===== src/rtl/uart_tx_pkg.sv =====
// Shared constants and state encoding for the UART transmit engine.
package uart_tx_pkg;

  // Default divisor width; matches the core data width.
  localparam int unsigned XLEN_DEF        = 32;

  // Fixed 8N1 framing: 1 start bit, 8 data bits and 1 stop bit.
  localparam int unsigned UART_DATA_BITS  = 8;
  localparam int unsigned UART_FRAME_BITS = 10;
  localparam int unsigned UART_IDX_W      = $clog2(UART_DATA_BITS);

  // Transmit FSM states.
  typedef enum logic [1:0] {
    UART_TX_IDLE  = 2'd0,
    UART_TX_START = 2'd1,
    UART_TX_DATA  = 2'd2,
    UART_TX_STOP  = 2'd3
  } uart_tx_state_e;

endpackage : uart_tx_pkg


===== src/rtl/uart_tx_if.sv =====
// Connection between the UART register block (master) and the transmit engine (slave).
interface uart_tx_if
  import uart_tx_pkg::*;
#(
  parameter int unsigned XLEN = XLEN_DEF
) ();

  logic                      uart_en;
  logic [UART_DATA_BITS-1:0] tx_data;
  logic                      tx_strt;
  logic [XLEN-1:0]           refclk_st;
  logic                      tx_busy;
  logic                      txd;

  // Register block side: drives control, reads back status and observes the line.
  modport master (
    output uart_en,
    output tx_data,
    output tx_strt,
    output refclk_st,
    input  tx_busy,
    input  txd
  );

  // Transmit engine side.
  modport slave (
    input  uart_en,
    input  tx_data,
    input  tx_strt,
    input  refclk_st,
    output tx_busy,
    output txd
  );

endinterface : uart_tx_if


===== src/rtl/uart_tx_baud_gen.sv =====
// Bit-period timer: counts 0..divisor-1 while running and flags the last cycle of each bit.
module uart_tx_baud_gen
  import uart_tx_pkg::*;
#(
  parameter int unsigned XLEN = XLEN_DEF
) (
  input  logic            clk,
  input  logic            rst,
  input  logic            run_i,
  input  logic [XLEN-1:0] divisor_i,
  output logic            bit_tick_c_o
);

  logic [XLEN-1:0] cnt_q;
  logic [XLEN-1:0] cnt_d;
  logic            at_end;

  // Compare against divisor-1 so a full-range divisor never needs an extra counter bit.
  assign at_end       = (cnt_q == (divisor_i - XLEN'(1)));
  assign bit_tick_c_o = run_i && at_end;

  // Next count: held at zero while idle, wraps at the end of each bit period.
  always_comb begin
    cnt_d = cnt_q;
    if (!run_i || at_end) begin
      cnt_d = '0;
    end else begin
      cnt_d = cnt_q + XLEN'(1);
    end
  end

  // Counter register.
  always_ff @(posedge clk) begin
    if (rst) begin
      cnt_q <= '0;
    end else begin
      cnt_q <= cnt_d;
    end
  end

endmodule : uart_tx_baud_gen


===== src/rtl/uart_tx.sv =====
// UART transmit engine: sends one 8N1 frame, LSB first, per accepted start pulse.
module uart_tx
  import uart_tx_pkg::*;
#(
  parameter int unsigned XLEN = XLEN_DEF
) (
  input  logic        clk,
  input  logic        rst,
  uart_tx_if.slave    tx_if
);

  uart_tx_state_e            state_q, state_d;
  logic [UART_DATA_BITS-1:0] shift_q, shift_d;
  logic [UART_IDX_W-1:0]     idx_q,   idx_d;
  logic [XLEN-1:0]           div_q,   div_d;
  logic                      txd_q,   txd_d;
  logic                      busy_q,  busy_d;
  logic                      run_c;
  logic                      tick_c;

  // The bit timer only runs while a frame is on the wire.
  assign run_c = (state_q != UART_TX_IDLE);

  uart_tx_baud_gen #(
    .XLEN (XLEN)
  ) u_baud_gen (
    .clk          (clk),
    .rst          (rst),
    .run_i        (run_c),
    .divisor_i    (div_q),
    .bit_tick_c_o (tick_c)
  );

  // Next-state and output logic; disabling the UART overrides every other event.
  always_comb begin
    state_d = state_q;
    shift_d = shift_q;
    idx_d   = idx_q;
    div_d   = div_q;
    txd_d   = txd_q;
    busy_d  = busy_q;

    if (!tx_if.uart_en) begin
      state_d = UART_TX_IDLE;
      txd_d   = 1'b1;
      busy_d  = 1'b0;
    end else begin
      unique case (state_q)
        UART_TX_IDLE: begin
          txd_d  = 1'b1;
          busy_d = 1'b0;
          if (tx_if.tx_strt) begin
            state_d = UART_TX_START;
            shift_d = tx_if.tx_data;
            // A zero divisor is treated as one cycle per bit.
            div_d   = (tx_if.refclk_st == '0) ? XLEN'(1) : tx_if.refclk_st;
            idx_d   = '0;
            txd_d   = 1'b0;
            busy_d  = 1'b1;
          end
        end
        UART_TX_START: begin
          if (tick_c) begin
            state_d = UART_TX_DATA;
            txd_d   = shift_q[0];
          end
        end
        UART_TX_DATA: begin
          if (tick_c) begin
            shift_d = shift_q >> 1;
            idx_d   = idx_q + UART_IDX_W'(1);
            if (idx_q == UART_IDX_W'(UART_DATA_BITS - 1)) begin
              state_d = UART_TX_STOP;
              txd_d   = 1'b1;
            end else begin
              txd_d   = shift_q[1];
            end
          end
        end
        UART_TX_STOP: begin
          if (tick_c) begin
            state_d = UART_TX_IDLE;
            txd_d   = 1'b1;
            busy_d  = 1'b0;
          end
        end
        default: begin
          state_d = UART_TX_IDLE;
          txd_d   = 1'b1;
          busy_d  = 1'b0;
        end
      endcase
    end
  end

  // State, datapath and output registers; reset aborts any frame in flight.
  always_ff @(posedge clk) begin
    if (rst) begin
      state_q <= UART_TX_IDLE;
      shift_q <= '0;
      idx_q   <= '0;
      div_q   <= XLEN'(1);
      txd_q   <= 1'b1;
      busy_q  <= 1'b0;
    end else begin
      state_q <= state_d;
      shift_q <= shift_d;
      idx_q   <= idx_d;
      div_q   <= div_d;
      txd_q   <= txd_d;
      busy_q  <= busy_d;
    end
  end

  assign tx_if.txd     = txd_q;
  assign tx_if.tx_busy = busy_q;

endmodule : uart_tx


===== src/flat_wrapper.sv =====
// flat-port wrapper written by rule: the top's interface ports become plain ports
module uart_tx_flat import uart_tx_pkg::*;
#(
  parameter int unsigned XLEN = XLEN_DEF
)
  (clk, rst, tx_if_uart_en, tx_if_tx_data, tx_if_tx_strt, tx_if_refclk_st, tx_if_tx_busy, tx_if_txd);
  uart_tx_if #(.XLEN(XLEN)) tx_if_i ();
  input  logic clk;
  input  logic rst;
  input wire logic [$bits(tx_if_i.uart_en)-1:0] tx_if_uart_en;
  input wire logic [$bits(tx_if_i.tx_data)-1:0] tx_if_tx_data;
  input wire logic [$bits(tx_if_i.tx_strt)-1:0] tx_if_tx_strt;
  input wire logic [$bits(tx_if_i.refclk_st)-1:0] tx_if_refclk_st;
  output wire logic [$bits(tx_if_i.tx_busy)-1:0] tx_if_tx_busy;
  output wire logic [$bits(tx_if_i.txd)-1:0] tx_if_txd;
  assign tx_if_i.uart_en = tx_if_uart_en;
  assign tx_if_i.tx_data = tx_if_tx_data;
  assign tx_if_i.tx_strt = tx_if_tx_strt;
  assign tx_if_i.refclk_st = tx_if_refclk_st;
  assign tx_if_tx_busy = tx_if_i.tx_busy;
  assign tx_if_txd = tx_if_i.txd;
  uart_tx #(.XLEN(XLEN)) u_core (.clk(clk), .rst(rst), .tx_if(tx_if_i));
endmodule

===== config.mk =====
export PLATFORM = sky130hd
export DESIGN_NAME = uart_tx_flat
export DESIGN_NICKNAME = d
export VERILOG_FILES = /design/src/rtl/uart_tx_pkg.sv /design/src/rtl/uart_tx_if.sv /design/src/rtl/uart_tx_baud_gen.sv /design/src/rtl/uart_tx.sv /design/src/flat_wrapper.sv
export SDC_FILE = /design/constraint.sdc
export NUM_CORES = 1
export LEC_CHECK = 0
export CORE_MARGIN = 10
export CORE_UTILIZATION = 58
export DETAILED_ROUTE_END_ITERATION = 8
export GPL_ROUTABILITY_DRIVEN = 0
export MAX_ROUTING_LAYER = met4
export PLACE_DENSITY = 0.81
export SLEW_MARGIN = 20
export SYNTH_ARGS = -nofsm -noshare
export SYNTH_HDL_FRONTEND = slang
export SYNTH_SLANG_ARGS = --single-unit
export TNS_END_PERCENT = 30

===== constraint.sdc =====
create_clock -name clk -period 4.1 [get_ports clk]
set_clock_uncertainty 0.1 [all_clocks]
set_input_delay 1.025 -clock clk [delete_from_list [all_inputs] [get_ports clk]]
set_output_delay 1.025 -clock clk [all_outputs]
set_load 0.01 [all_outputs]

==> metrics, run 1 <==
non-filler cells, final 734; die width 110 um; clock tree root driver cell clkbuf_8; Hold Path Cell Cnt 2; ANT nets after route 0; DRT iter0 DRCs 393; GR Overflow Total 0; post-cts sizing count 0; postcts setup bufs 0; routed wire length 12100 um; placed cell area 5220 um2; Crit. End Element flop; Seq/Total Area, Yosys 0.336; DP Worst Slack 444 ps; slew margin rel. 0.521; CP Cell Sequence nor4_1 > nand3_1 > nor3_1 > nand3_1 > a22o_1 > or4_1 > nor2_1 > or3_1 > buf_4 > nor2_1; Critical Path Fanout Max 32; Final TNS setup 0 ps; startpoint types flop; largest net degree at the start of global routing 39; slowest stage cell, crit path or4_1; RR Startpoint u_core.div_q[4]; critical path's largest stage delay 660 ps; Final min period 3800 ps; RSZ-0062 raised after global routing false; Initial Util 0.603; initial antenna violation count 0; Util after Layout 0.694; Synth Flop Type dfxtp_1; kind of critical path reg2reg; DRT Pass-1 Iters 5; Antenna Cells 0; Total Power 1.77 mW; PwrDens 327 nW/um2; I/O Buffers 45; dpl cells 719; drt drc 0; Worst-path clk slew 80 ps; Max clock buf depth 2; status finished, final reports clean; post-synthesis cell count 593; post-route clock period utilization 0.927; Psw 505 uW; Worst-Skew Late Latency 350 ps; R2R Setup Slk 300 ps; # setup viols final 0; Slew @ Worst Pin 712 ps; first-pass GRT wire length 19500 um; Worst Hold Endpoint u_core.div_q[31]; WHS 373 ps; area grow syn2layout 15.1%; Fmax achieved 263 MHz; Post-Syn Nets 645; sw frac 0.285; Sequential Power Share 0.469; TritonCTS Buffers 9; Worst EP required 4220 ps; Async SR Flop Fraction 0; vias in the first global route 4063; Vias/cell 5.99; Avg WL per Cell 16.5 um; Chip Height 110 um; Clock power frac 0.331; share of cells above drive strength 1 0.0696; syn_area_per_cell 7.94 um2; Yosys cell types 63; IO Count 46; setup ws final 300 ps; Mapped Area 4710 um2; Sinks on Clock Net 79; worst ir drop on vdd 0.190 mV; CTS tree yes; Pins Over Slew Limit 0; cell-internal power 1.27 mW; DR vias 4394; max-cap violations 0; Warnings, synthesis 0; Nets 680; core area 7810 um2; hold_buf cts 0; Post-synth EDFFs 0; H-tree Lvls 3; worst hold-check path type reg2reg; R2R depth 10; Seq cells post-synth 79; Total GRT Usage 0.204; Leak 2.05 nW; Hold Path Origin u_core.div_q[31]; Final Hold Fails 0; critical path arrival 3920 ps; post-route cell area 5420 um2; FF-to-FF End u_core.u_baud_gen.cnt_q[3]; post-DP HPWL 9200 um; Logic pwr share 0.200; full die area 12100 um2; Rows 32
[final cells by class]
type / instances / area [um2]
clock buffer: 12 / 155
fill: 657 / 2390
inverter: 13 / 48.8
sequential: 79 / 1580
tap: 102 / 128
timing repair buffer: 54 / 518
multi-input combinational: 471 / 2950
clock inverter: 3 / 42.5
[layer usage]
layer | up-vias | GRT usage | routed length (um)
li1 | 2174 | - | -
met1 | 2026 | 0.268 | 5390
met2 | 178 | 0.316 | 5760
met3 | 16 | 0.0348 | 838
met4 | 0 | 0.0624 | 136
met5 | - | - | 0
[worst max path at each step]
stage                                  endpoint  slack (ps)        startpoint  cells past startpoint
finish               u_core.u_baud_gen.cnt_q[3]         300   u_core.div_q[4]                     10
detailed placement   u_core.u_baud_gen.cnt_q[3]         440   u_core.div_q[0]                     10
global route        u_core.u_baud_gen.cnt_q[28]         130   u_core.div_q[4]                     10
floorplan                     u_core.shift_q[0]         700  u_core.div_q[10]                     11
CTS                 u_core.u_baud_gen.cnt_q[28]         400   u_core.div_q[4]                     10
global placement     u_core.u_baud_gen.cnt_q[2]         530   u_core.div_q[0]                     10
[sequential cells by signal, summed over array words and instances (netlist names)]
name	cells
u_core.div_q	32
u_core.u_baud_gen.cnt_q	32
u_core.shift_q	8
u_core.idx_q	3
u_core.state_q	2
u_core.tx_if.tx_busy	1
u_core.tx_if.txd	1
[synth_stat cells, types with 2 or more instances]
| cell | instances | area share |
|---|---|---|
| a21oi_1 | 45 | 0.048 |
| nor2_1 | 55 | 0.044 |
| buf_2 | 2 | 0.0021 |
| nand3b_1 | 3 | 0.0048 |
| and4_1 | 7 | 0.013 |
| o31ai_1 | 2 | 0.0032 |
| nand2_1 | 81 | 0.065 |
| a32o_1 | 3 | 0.0064 |
| a21boi_0 | 2 | 0.0032 |
| nand3_1 | 23 | 0.024 |
| nand4_1 | 8 | 0.011 |
| mux2i_1 | 3 | 0.0064 |
| nor4b_1 | 2 | 0.0037 |
| nor2b_1 | 7 | 0.0093 |
| dfxtp_1 | 79 | 0.34 |
| nor3_4 | 2 | 0.0069 |
| o21ai_0 | 13 | 0.014 |
| o211a_1 | 2 | 0.0042 |
| nor3b_1 | 5 | 0.0080 |
| a31oi_1 | 4 | 0.0053 |
| or4_1 | 7 | 0.011 |
| or3_1 | 7 | 0.0093 |
| a211o_1 | 2 | 0.0037 |
| mux2_2 | 8 | 0.019 |
| inv_1 | 13 | 0.010 |
| buf_4 | 3 | 0.0048 |
| a21o_1 | 3 | 0.0048 |
| and2_1 | 5 | 0.0066 |
| or2_2 | 4 | 0.0053 |
| o31a_1 | 3 | 0.0056 |
| nor3_1 | 13 | 0.014 |
| o221ai_1 | 3 | 0.0056 |
| clkbuf_1 | 24 | 0.019 |
| xor2_1 | 33 | 0.061 |
| and3_1 | 19 | 0.025 |
| ha_1 | 8 | 0.021 |
| o211ai_1 | 4 | 0.0064 |
| nor4_1 | 20 | 0.027 |
| nand4b_1 | 2 | 0.0037 |
| a221o_1 | 4 | 0.0085 |
| nand2b_1 | 9 | 0.012 |
| xnor2_1 | 30 | 0.056 |
[cells by family after synthesis]
logic type	share of synthesized area
buffers and inverters	0.0388
xor gates and xnor gates	0.122
and+or+nand+nor	0.318
adders and majority gates	0.0212
DFF	0.336
muxes	0.0255
AOI/OAI and AO/OA	0.139
[critical path: cells and delay by family (launching register included)]
family,cells,cell delay (ps)
AND/OR/NAND/NOR,8,2600
flip-flops,1,410
buffers and inverters,1,310
AO/OA/AOI/OAI,1,240
[power by group through the flow]
stage / Clock, mW / Sequential (mW) / Combinational, mW
5_1_grt: 0.632 / 0.834 / 0.386
2_1_floorplan: 0 / 0.835 / 0.243
3_5_place_dp: 0 / 0.847 / 0.345
4_1_cts: 0.595 / 0.829 / 0.348
3_3_place_gp: 0 / 0.845 / 0.339
6_report: 0.587 / 0.831 / 0.354
[cell usage in the layout (no fill, tap or decap), types with 3 or more instances in the layout]
master,n
a21o_1,3
a21oi_1,45
a221o_1,4
a31oi_1,4
a32o_1,3
and2_1,5
and3_1,19
and4_1,7
buf_4,9
clkbuf_8,11
clkdlybuf4s50_1,45
dfxtp_1,79
ha_1,8
inv_1,13
mux2_2,8
mux2i_1,3
nand2_1,81
nand2b_1,9
nand3_1,23
nand3b_1,3
nand4_1,8
nor2_1,55
nor2b_1,7
nor3_1,13
nor3b_1,5
nor4_1,20
o211ai_1,4
o21ai_0,13
o221ai_1,3
o31a_1,3
or2_2,4
or3_1,7
or4_1,7
xnor2_1,30
xor2_1,33
Note: power is estimated with default switching activity, not from simulation.
==> inputs of run 2 (changes only) <==
--- a/config.mk
+++ b/config.mk
@@ -5,13 +5,14 @@
 export SDC_FILE = /design/constraint.sdc
 export NUM_CORES = 1
 export LEC_CHECK = 0
+export CAP_MARGIN = 0
 export CORE_MARGIN = 10
 export CORE_UTILIZATION = 58
 export DETAILED_ROUTE_END_ITERATION = 8
 export GPL_ROUTABILITY_DRIVEN = 0
 export MAX_ROUTING_LAYER = met4
 export PLACE_DENSITY = 0.81
-export SLEW_MARGIN = 20
+export SLEW_MARGIN = 10
 export SYNTH_ARGS = -nofsm -noshare
 export SYNTH_HDL_FRONTEND = slang
 export SYNTH_SLANG_ARGS = --single-unit
==> results of run 2 <==
Same layout as run 1: the final DEF is identical, and so are final timing and power.
